File: config.mk
export PLATFORM = sky130hd
export DESIGN_NAME = cv32e40p_tmr_error_manager
export DESIGN_NICKNAME = d
export VERILOG_FILES = /design/src/rtl/cv32e40p_tmr_error_manager.sv
export SDC_FILE = /design/constraint.sdc
export NUM_CORES = 1
export LEC_CHECK = 0
export ABC_AREA = 1
export BUFFER_PORTS_ARGS = -buffer_cell sky130_fd_sc_hd__buf_2
export CORE_MARGIN = 2
export CORE_UTILIZATION = 51
export CTS_CLUSTER_DIAMETER = 40
export DETAILED_ROUTE_END_ITERATION = 12
export PLACE_DENSITY = 0.8
export SLEW_MARGIN = 20
export SYNTH_ARGS = -nofsm -noshare
export SYNTH_HDL_FRONTEND = slang
export SYNTH_SLANG_ARGS = --single-unit
File: constraint.sdc
create_clock -name clk -period 1.58 [get_ports clk]
set_input_delay 0.158 -clock clk [delete_from_list [all_inputs] [get_ports clk]]
set_output_delay 0.158 -clock clk [all_outputs]
set_load 0.01 [all_outputs]
File: src/rtl/cv32e40p_tmr_error_manager.sv
// TMR error manager: classifies per-lane voter flags, counts corrected-error
// cycles, requests recovery at a threshold and latches uncorrectable errors.
// Optional macro CV32E40P_TMR_ERR_LOG_EN builds the first-error lane capture
// register; without it first_err_lane_o is tied to zero.
module cv32e40p_tmr_error_manager #(
    parameter int unsigned N_IN      = 1,
    parameter int unsigned CNT_WIDTH = 8,
    parameter int unsigned THRESHOLD = 16
) (
    input  logic                 clk,
    input  logic                 rst_n,
    input  logic [N_IN-1:0]      error_correct_i,
    input  logic [N_IN-1:0]      error_detected_i,
    input  logic                 clear_i,
    input  logic                 recovery_ack_i,
    output logic                 recovery_req_o,
    output logic                 fatal_o,
    output logic [CNT_WIDTH-1:0] corrected_cnt_o,
    output logic [N_IN-1:0]      err_lane_o,
    output logic [N_IN-1:0]      first_err_lane_o
);

    localparam logic [1:0] ST_IDLE  = 2'd0;
    localparam logic [1:0] ST_REQ   = 2'd1;
    localparam logic [1:0] ST_FATAL = 2'd2;

    localparam logic [CNT_WIDTH-1:0] CNT_MAX = '1;
    localparam logic [CNT_WIDTH-1:0] CNT_ONE = CNT_WIDTH'(1);
    localparam logic [CNT_WIDTH-1:0] CNT_THR = CNT_WIDTH'(THRESHOLD);

    logic [1:0]           state_q, state_d;
    logic [CNT_WIDTH-1:0] cnt_q, cnt_d, cnt_inc;
    logic [N_IN-1:0]      err_lane_q, err_lane_d;
    logic [N_IN-1:0]      unc_lane, lane_err;
    logic                 unc_any, cor_any, clear_hit;

    // Lane classification: a set correct flag always counts as corrected,
    // with or without the detect flag; detect alone is uncorrectable.
    always_comb begin
        unc_lane = error_detected_i & ~error_correct_i;
        lane_err = error_detected_i | error_correct_i;
        unc_any  = |unc_lane;
        cor_any  = |error_correct_i;
        // A clear request is only honoured outside REQ.
        clear_hit = clear_i && (state_q != ST_REQ);
        cnt_inc   = (cnt_q == CNT_MAX) ? cnt_q : cnt_q + CNT_ONE;
    end

    // Next-state and counter update.
    always_comb begin
        state_d = state_q;
        cnt_d   = cnt_q;
        case (state_q)
            ST_IDLE: begin
                if (clear_i) begin
                    // Clear wins over any flags presented in the same cycle.
                    cnt_d = '0;
                end else begin
                    if (cor_any) begin
                        cnt_d = cnt_inc;
                    end
                    if (unc_any) begin
                        state_d = ST_FATAL;
                    end else if (cnt_d >= CNT_THR) begin
                        state_d = ST_REQ;
                    end
                end
            end
            ST_REQ: begin
                if (cor_any) begin
                    cnt_d = cnt_inc;
                end
                if (unc_any) begin
                    state_d = ST_FATAL;
                end else if (recovery_ack_i) begin
                    state_d = ST_IDLE;
                    cnt_d   = '0;
                end
            end
            ST_FATAL: begin
                // Counter frozen; only clear leaves this state.
                if (clear_i) begin
                    state_d = ST_IDLE;
                    cnt_d   = '0;
                end
            end
            default: begin
                state_d = ST_IDLE;
                cnt_d   = '0;
            end
        endcase
    end

    // Sticky OR of every lane that raised any flag.
    always_comb begin
        if (clear_hit) begin
            err_lane_d = '0;
        end else begin
            err_lane_d = err_lane_q | lane_err;
        end
    end

    // State, counter and sticky lane register.
    always_ff @(posedge clk or negedge rst_n) begin
        if (!rst_n) begin
            state_q    <= ST_IDLE;
            cnt_q      <= '0;
            err_lane_q <= '0;
        end else begin
            state_q    <= state_d;
            cnt_q      <= cnt_d;
            err_lane_q <= err_lane_d;
        end
    end

`ifdef CV32E40P_TMR_ERR_LOG_EN
    logic [N_IN-1:0] first_err_q;

    // Capture the lane mask of the first error cycle; an all-zero register
    // means nothing has been captured since reset or clear.
    always_ff @(posedge clk or negedge rst_n) begin
        if (!rst_n) begin
            first_err_q <= '0;
        end else if (clear_hit) begin
            first_err_q <= '0;
        end else if (first_err_q == '0) begin
            first_err_q <= lane_err;
        end
    end

    assign first_err_lane_o = first_err_q;
`else
    assign first_err_lane_o = '0;
`endif

    assign recovery_req_o  = (state_q == ST_REQ);
    assign fatal_o         = (state_q == ST_FATAL);
    assign corrected_cnt_o = cnt_q;
    assign err_lane_o      = err_lane_q;

endmodule

==> metrics.txt, run 1 <==
Setup crit start kind=flip-flop; GRT Total Usage=0.210; worst skew pair latency=roughly 0.28 ns; CTS Root Buffer Type=clkbuf_4; initial antenna violation count=0; CP cell instances=ha_4, nand2_4, nor2_4, nand2_4, nand3_2, nand2_2, nor2_2, nand3_2, nand3_1, nand2_1; Post-CTS Setup Bufs=0; Mapped Cells=between 100 and 150; worst hold path type=in2reg; max incr delay on CP=around 0.43 ns; number of synthesized register bits=11; multiplexer area fraction after synthesis=0; vias after detailed routing=742; Longest Clk Path Bufs=2; Crit path required time=about 1.8 ns; final wirelength=around 1.7 mm; vias in the first global route=about 700; IR drop worst, VDD=between 0.7 and 0.8 mV; Die ar.=1840 um2; Final Hold Viols=0; layout cells sized above 1=0.344; prevailing post-synth register cell=dfrtp_1; Routed Antenna Nets=0; crit path max-delay cell type=dfrtp_1; Final TNS setup=0 ns; DP HPWL=~1.4 mm; top post-synthesis cells by area=dfrtp_1, nand2_1, nand3_1; syn nets=roughly 110; GPL Wtd Cong=around 0.80; share of the synthesized area in the top cell type=0.358; commonest cells in the netlist=nand2_1, nand3_1, inv_1; post-synthesis compound-gate area fraction=0.107; Detailed Route Iter0 Violations=20; skew final=about 0.0052 ns; Pleak=around 0.5 nW; Synth Area in Simple Gates=0.405; Netlist Area Pre-Place=769 um2; part of the Yosys area used for sequential elements=0.358; Final Critical Period=1.48 ns; largest net degree at the start of global routing=12; status=complete, no violations; final-stage net count=136; Starting Density=0.529; row count=14; Yosys cell types=22; final setup violation count=0; Placement Setup Slack=about 0.028 ns; DRC viols=0; # Max-Cap Violations=0; Syn. warnings=0; Clock Pin Slew Worst Setup and Hold Paths=~0.080 ns; Synth area leader=dfrtp_1; drt wl/cell=around 12 um; H-tree levels=1; Syn-to-layout area delta=23.3%; WP data arrival=about 1.6 ns; Crit. End Element=flip-flop; Port Buffers=16; CTS Buf Count=3; critical path class=reg2reg; first-pass GRT wire length=2.78 mm; max-slew violation count=0; Setup WS post-layout=0.103 ns; DIE WIDTH=roughly 43 um; GRT overflow=0; period utilisation layout=0.935; TritonCTS clock tree=yes; xor-xnor portion of the synthesized cell area=0.0114; core area=between 1000 and 1500 um2; Die H=roughly 43 um; number of synthesized flops with an enable pin=0; Synth Area in Adders=0.0163; Synth async-reset ratio=1.00; worst-path fanout max=4; total power per unit cell area=between 1000 and 1500 nW/um2; clk sinks=11; n_diodes=0; Syn Area/Cell=just over 7 um2; main combinational cell family by area after synthesis=simple AND/OR/NAND/NOR gates; drt via density=a little over 5; I/O pins=18; Max Clock Freq=0.677 GHz; drt pass-1 iters=4; most frequent cell after synthesis=nand2_1
-- placed cells by master (no fill, tap or decap), types with 3 or more instances in the layout --
cell,synthesis,layout
buf_2,0,16
clkbuf_4,0,3
dfrtp_1,11,10
inv_1,14,14
inv_2,4,4
nand2_1,25,24
nand2_2,5,5
nand3_1,15,15
nor2_1,7,6
nor2_2,4,4
nor2_4,2,3
o21ai_0,5,5
o22ai_1,3,3
-- report_power, final --
part / switching (mW) / total (mW) / internal, mW
combinational: 0.264 / 0.422 / 0.158
sequential: 0.0537 / 0.389 / 0.336
clock: 0.109 / 0.203 / 0.0940
-- critical path: cells and delay by family, from the launching register on --
kind | cells | cell delay (ns)
and+or+nand+nor | 9 | 0.75
DFF | 1 | 0.43
adders and majority gates | 1 | 0.18
-- state kept, by name (all words and copies together) (netlist names) --
name             flops
corrected_cnt_o      8
state_q              2
err_lane_o           1
-- stage by stage --
stage | std cells | util | hold slack, ns | power (mW) | cell area (um2)
2_1_floorplan | 107 | - | -0.138 | 0.665 | 769
3_3_place_gp | 139 | 0.607 | 0.0461 | 0.784 | 882
3_5_place_dp | 139 | 0.607 | 0.0446 | 0.797 | 882
4_1_cts | 144 | 0.633 | 0.134 | 0.999 | 920
5_1_grt | 144 | 0.652 | 0.146 | 1.10 | 948
6_report | 144 | 0.652 | 0.140 | 1.01 | 948
-- layout make-up --
type | instances | area [um2]
Clock buffer | 3 | 22.5
Inverter | 18 | 67.6
Sequential cell | 11 | 277
Tap cell | 16 | 20.0
Multi-Input combinational cell | 77 | 447
Clock inverter | 1 | 5.00
Timing Repair Buffer | 18 | 110
Fill cell | 127 | 505
-- repair_timing --
| item | 4_1_cts | 5_1_grt |
|---|---|---|
| hold buffers | 1 | 0 |
| setup endpoints to repair | 0 | 7 |
| endpoints found under the hold margin | 11 | 0 |
| resized for setup | 0 | 7 |
-- per-layer routing --
metal | wire [um] | vias to the layer above | track usage
met4 | 33 | 0 | 0.113
met1 | 736 | 338 | 0.223
met5 | 0 | - | 0
li1 | - | 386 | -
met2 | 872 | 13 | 0.385
met3 | 58 | 5 | 0.0383
-- path summary, 6_finish.rpt --
check,startpoint,slack [ns],endpoint,cells after the start
worst max register to register,corrected_cnt_o[0]$_DFFE_PN0P_,0.10,state_q[1]$_DFFE_PN0P_,10
min in group asynchronous,rst_n,0.27,corrected_cnt_o[2]$_DFFE_PN0P_,2
worst min register to register,err_lane_o$_DFF_PN0_,0.51,err_lane_o$_DFF_PN0_,2
max in group asynchronous,rst_n,1.08,corrected_cnt_o[1]$_DFFE_PN0P_,2
worst max-delay path,corrected_cnt_o[0]$_DFFE_PN0P_,0.10,state_q[1]$_DFFE_PN0P_,10
worst min-delay path,error_detected_i,0.14,err_lane_o$_DFF_PN0_,3
-- cells by family (layout without fill, tap and decap cells) --
kind of cell	Yosys count	in the layout
xor+xnor	1	1
fa+ha+maj	1	1
other cells	1	1
flops	11	11
buf+inv	19	40
simple gates	62	62
compound gates	12	12
Note: power is estimated with default switching activity, not from simulation.
==> run 2: changes to the inputs <==
clock period = 1.68 ns   (was 1.58 ns; I/O delays follow)
==> metrics.txt, run 2 (same netlist as run 1, synthesis figures left out) <==
Starting Density=0.529 (unchanged); first-pass GRT wire length=3.04 mm (+9.2%); WP data arrival=1.66 ns (+0.02 ns); GRT Total Usage=0.228 (+0.0172); RSZ-0062 raised after global routing=false; worst-path fanout max=4 (unchanged); multi-input logic area=432 um2 (-3.4%); vias after detailed routing=737 (-0.67%); Final Critical Period=1.50 ns (+0.0233 ns); drt via density=5.12 (-0.67%); Port Buffers=16 (unchanged); IR drop worst, VDD=0.849 mV (+17%); cell depth of the worst setup path=10 (unchanged); Max Clock Freq=0.666 GHz (-1.6%); worst hold stages=3 (unchanged); CTS Root Buffer Type=clkbuf_4; Clock Pin Slew Worst Setup and Hold Paths=0.08 ns (about the same); core area=1450 um2 (unchanged); skew final=0.00539 ns (+0.000143 ns); max reg flops=8 (unchanged); I/O pins=18 (unchanged); Syn-to-layout area delta=19.3%; DIE WIDTH=42.8 um (unchanged); worst hold path type=in2reg; initial antenna violation count=0 (unchanged); GRT overflow=0 (unchanged); worst skew pair latency=0.27 ns (about the same); Pleak=0.478 nW (-4.3%); Crit. End Element=flip-flop; critical path buffer and inverter count=0 (unchanged); layout cells sized above 1=0.313 (-0.0313); Longest Clk Path Bufs=2 (unchanged); final wirelength=1.68 mm (-1.4%); GPL Wtd Cong=0.810 (+1.9%); Seq. cell area=275 um2 (-0.45%); fillers=134 (+5.5%); max-slew violation count=0 (unchanged); period utilisation layout=0.893 (-0.0418); Final TNS setup=0 ns (unchanged); max incr delay on CP=0.43 ns (about the same); row count=14 (unchanged); Most common cell on crit path=nand2_1; DRC viols=0 (unchanged); CTS Buf Count=3 (unchanged); clk sinks=11 (unchanged); Die ar.=1840 um2 (unchanged); Crit path required time=1.84 ns (+0.09 ns); DP HPWL=1.30 mm (-3.7%); commonest non-fill, non-tap cell in the layout=nand2_1; Die H=42.8 um (unchanged); final-stage net count=136 (unchanged); drt pass-1 iters=4 (unchanged); TritonCTS clock tree=yes; final setup violation count=0 (unchanged); crit path max-delay cell type=dfrtp_1; Final Hold Viols=0 (unchanged); Placed Area=870 um2 (-1.4%); # Max-Cap Violations=0 (unchanged); vias in the first global route=704 (+1.7%); drt wl/cell=11.7 um (-1.4%); final total power=945 uW (-6.8%); post-route cell area=918 um2 (-3.2%); n_diodes=0 (unchanged); H-tree levels=1 (unchanged); status=complete, no violations; largest net degree at the start of global routing=12 (unchanged); CP cell instances=ha_4, nand2_2, nor2_2, nand2_1, nand2_1, nand3_1, nor2_2, nand3_2, nand3_1, nand2_1; most frequent cells in the layout=nand2_1, buf_2, nand3_1; total power per unit cell area=1030 nW/um2 (-3.8%); R2R setup slack=0.18 ns (+0.08 ns); Routed Antenna Nets=0 (unchanged); CP delay by family, top=simple AND/OR/NAND/NOR gates; R2R cell count=10 (unchanged); Detailed Route Iter0 Violations=7 (-65%); critical path class=reg2reg; Setup crit start kind=flip-flop
[run 2: layout make-up]
| cell class | instances | area share |
|---|---|---|
| clock buffer | 4 | 0.0286 |
| tap | 16 | 0.0218 |
| inverter | 18 | 0.0736 |
| sequential | 11 | 0.300 |
| timing repair buffer | 18 | 0.106 |
| multi-input combinational | 77 | 0.470 |
[run 2: power breakdown]
| part | internal (mW) | switching (mW) | total [mW] |
|---|---|---|---|
| clock | 0.0921 | 0.0969 | 0.189 |
| combinational | 0.146 | 0.248 | 0.393 |
| sequential | 0.314 | 0.0490 | 0.363 |
[run 2: worst paths after layout]
kind | end | from
worst max-delay path | state_q[1]$_DFFE_PN0P_ | corrected_cnt_o[0]$_DFFE_PN0P_
worst min-delay path | err_lane_o$_DFF_PN0_ | error_detected_i
worst max register to register | state_q[1]$_DFFE_PN0P_ | corrected_cnt_o[0]$_DFFE_PN0P_
worst min register to register | err_lane_o$_DFF_PN0_ | err_lane_o$_DFF_PN0_
max in group asynchronous | corrected_cnt_o[7]$_DFFE_PN0P_ | rst_n
min in group asynchronous | corrected_cnt_o[3]$_DFFE_PN0P_ | rst_n
[run 2: layer usage]
layer | GRT usage | up-vias | wire (um)
li1 | - | 388 | -
met1 | 0.289 | 331 | 798
met2 | 0.352 | 14 | 785
met3 | 0.0426 | 4 | 48
met4 | 0.144 | 0 | 44
met5 | 0 | - | 0
[run 2: stage by stage]
step,hold WS (ns),instances,worst slack [ns],utilization
floorplan,-0.128,107,0.156,-
global placement,0.0540,139,0.194,0.598
detailed placement,0.0587,139,0.137,0.598
CTS,0.144,144,0.146,0.623
global route,0.144,144,0.0283,0.632
finish,0.150,144,0.180,0.632
[run 2: what timing repair did]
item | 4_1_cts | 5_1_grt
buffers inserted | 0 | 0
resized for setup | 0 | 2
setup endpoints to repair | 0 | 3
hold buffers | 1 | 0
hold endpoints to repair | 11 | 0
[run 2: worst min-delay path: stages]
cell and delay (ns):
buf_2 0.10, o32ai_1 0.08, inv_1 0.05
==> run 3: changes to the inputs <==
CORE_UTILIZATION = 50   (was 51)
PLACE_DENSITY = 0.79   (was 0.8)
SKIP_LAST_GASP = 1   (was not set)
==> metrics.txt, run 3 (same netlist as run 1, synthesis figures left out) <==
period utilisation layout=0.925 (+0.0318); DIE WIDTH=43.2 um (+0.90%); RR Startpoint=corrected_cnt_o[0]$_DFFE_PN0P_; vias after detailed routing=742 (+0.68%); skew final=0.00137 ns (-0.00402 ns); worst hold stages=3 (unchanged); hold endpoint=err_lane_o$_DFF_PN0_; max-slew violation count=0 (unchanged); fillers=143 (+6.7%); IR drop worst, VDD=0.788 mV (-7.1%); GRT overflow=0 (unchanged); clk sinks=11 (unchanged); Crit path required time=1.88 ns (+0.04 ns); R2R setup slack=0.13 ns (-0.05 ns); worst skew pair latency=0.28 ns (about the same); initial antenna violation count=0 (unchanged); final setup violation count=0 (unchanged); Longest Clk Path Bufs=2 (unchanged); final wirelength=1.69 mm (+0.60%); drt pass-1 iters=4 (unchanged); DP HPWL=1.31 mm (+0.48%); Final TNS setup=0 ns (unchanged); Sw Share=0.413 (-0.00360); worst-path fanout max=7 (+3); Starting Density=0.523 (-0.00630); Detailed Route Iter0 Violations=19 (+12); final core utilization=0.617 (-0.0143); first-pass GRT wire length=2.96 mm (-2.5%); CTS Root Buffer Type=clkbuf_4; P_sw=383 uW (-2.8%); Gate power share=0.411 (-0.005); Syn-to-layout area delta=18.0%; I/O pins=18 (unchanged); CTS Buf Count=3 (unchanged); GRT Total Usage=0.214 (-0.0138); largest net degree at the start of global routing=12 (unchanged); worst hold path type=in2reg; critical path class=reg2reg; dpl cells=139 (unchanged); Routed Antenna Nets=0 (unchanged); non-filler cells, final=144 (unchanged); H-tree levels=1 (unchanged); Placed Area=870 um2 (unchanged); Crit. End Element=flip-flop; n_diodes=0 (unchanged); Pleak=0.480 nW (+0.42%); row count=14 (unchanged); drt wl/cell=11.7 um (+0.60%); commonest non-fill, non-tap cell in the layout=nand2_1; worst hold start=error_detected_i; Final Critical Period=1.55 ns (+0.0534 ns); post-route cell area=908 um2 (-1.1%); Final Hold Viols=0 (unchanged); WP data arrival=1.75 ns (+0.09 ns); status=complete, no violations; R2R cell count=9 (-1); DRC viols=0 (unchanged); # Max-Cap Violations=0 (unchanged); vias in the first global route=725 (+3.0%); max reg flops=8 (unchanged); core area=1470 um2 (+1.2%); RSZ-0062 raised after global routing=false; TritonCTS clock tree=yes; r2r endpoint=corrected_cnt_o[3]$_DFFE_PN0P_; Int Power=544 uW (-1.3%); most frequent cells in the layout=nand2_1, buf_2, nand3_1; Die ar.=1870 um2 (+1.8%); layout cells sized above 1=0.313 (unchanged); Clock Pin Slew Worst Setup and Hold Paths=0.08 ns (about the same); Setup crit start kind=flip-flop; drt via density=5.15 (+0.68%); total power per unit cell area=1020 nW/um2 (-0.85%); sequential power share=0.382 (-0.002); Die H=43.2 um (+0.90%); final-stage net count=136 (unchanged); GPL Wtd Cong=0.789 (-2.6%); Max Clock Freq=0.644 GHz (-3.4%); clock group share of total power=0.207 (+0.007); Port Buffers=16 (unchanged)
-- run 3: cell types whose count changed in the layout (fill, tap and decap cells not counted) --
| cell | delta |
|---|---|
| nor2_1 | -1 |
| nor2_2 | +1 |
| ha_4 | -1 |
| ha_1 | +1 |
-- run 3: area by class of cell --
cell class | count | area (um2) | area share
inverter | 18 | 67.6 | 0.0744
clock buffer | 4 | 26.3 | 0.0289
multi-input combinational | 77 | 422 | 0.464
timing repair buffer | 18 | 97.6 | 0.107
sequential | 11 | 275 | 0.303
tap | 16 | 20.0 | 0.0220
-- run 3: power by group through the flow --
stage	clock network, mW	logic, mW	registers (mW)
global route	0.199	0.441	0.366
CTS	0.188	0.384	0.355
floorplan	0	0.254	0.372
global placement	0	0.376	0.359
detailed placement	0	0.383	0.359
finish	0.192	0.381	0.354
-- run 3: worst max path at each step --
stage,from,to,cells after the start
finish,corrected_cnt_o[0]$_DFFE_PN0P_,corrected_cnt_o[3]$_DFFE_PN0P_,9
global route,corrected_cnt_o[0]$_DFFE_PN0P_,state_q[1]$_DFFE_PN0P_,10
detailed placement,corrected_cnt_o[0]$_DFFE_PN0P_,corrected_cnt_o[3]$_DFFE_PN0P_,9
floorplan,corrected_cnt_o[0]$_DFFE_PN0P_,state_q[1]$_DFFE_PN0P_,9
CTS,corrected_cnt_o[0]$_DFFE_PN0P_,corrected_cnt_o[3]$_DFFE_PN0P_,9
global placement,corrected_cnt_o[0]$_DFFE_PN0P_,state_q[1]$_DFFE_PN0P_,11
-- run 3: per-stage QoR --
stage / setup WS, ns / power (mW) / hold WS [ns]
finish: 0.126 / 0.927 / 0.142
global route: 0.0142 / 1.01 / 0.169
detailed placement: 0.169 / 0.742 / 0.0550
CTS: 0.147 / 0.927 / 0.149
floorplan: 0.156 / 0.626 / -0.128
global placement: 0.190 / 0.734 / 0.0510
-- run 3: layer usage --
layer	global-route usage	wire, um	vias to the layer above	part of all wire
met5	0	0	-	0
met4	0.0970	26	0	0.015
met3	0.0255	74	5	0.044
met2	0.382	832	20	0.49
met1	0.250	754	332	0.45
li1	-	-	385	-
-- run 3: critical path, stage by stage, from the launching register on --
cell     delay (ns)
dfrtp_1        0.41
ha_1           0.25
nand2_2        0.12
nor2_4         0.06
a21oi_4        0.15
buf_4          0.16
inv_1          0.05
o21ai_1        0.12
nand3_1        0.09
o21ai_0        0.07
-- run 3: timing repair --
item                                    in CTS  in global routing
hold buffers                                 1                  0
endpoints found under the hold margin       11                  0
endpoints found under the setup margin       0                  1
resized for setup                            0                  1
setup buffers                                0                  0
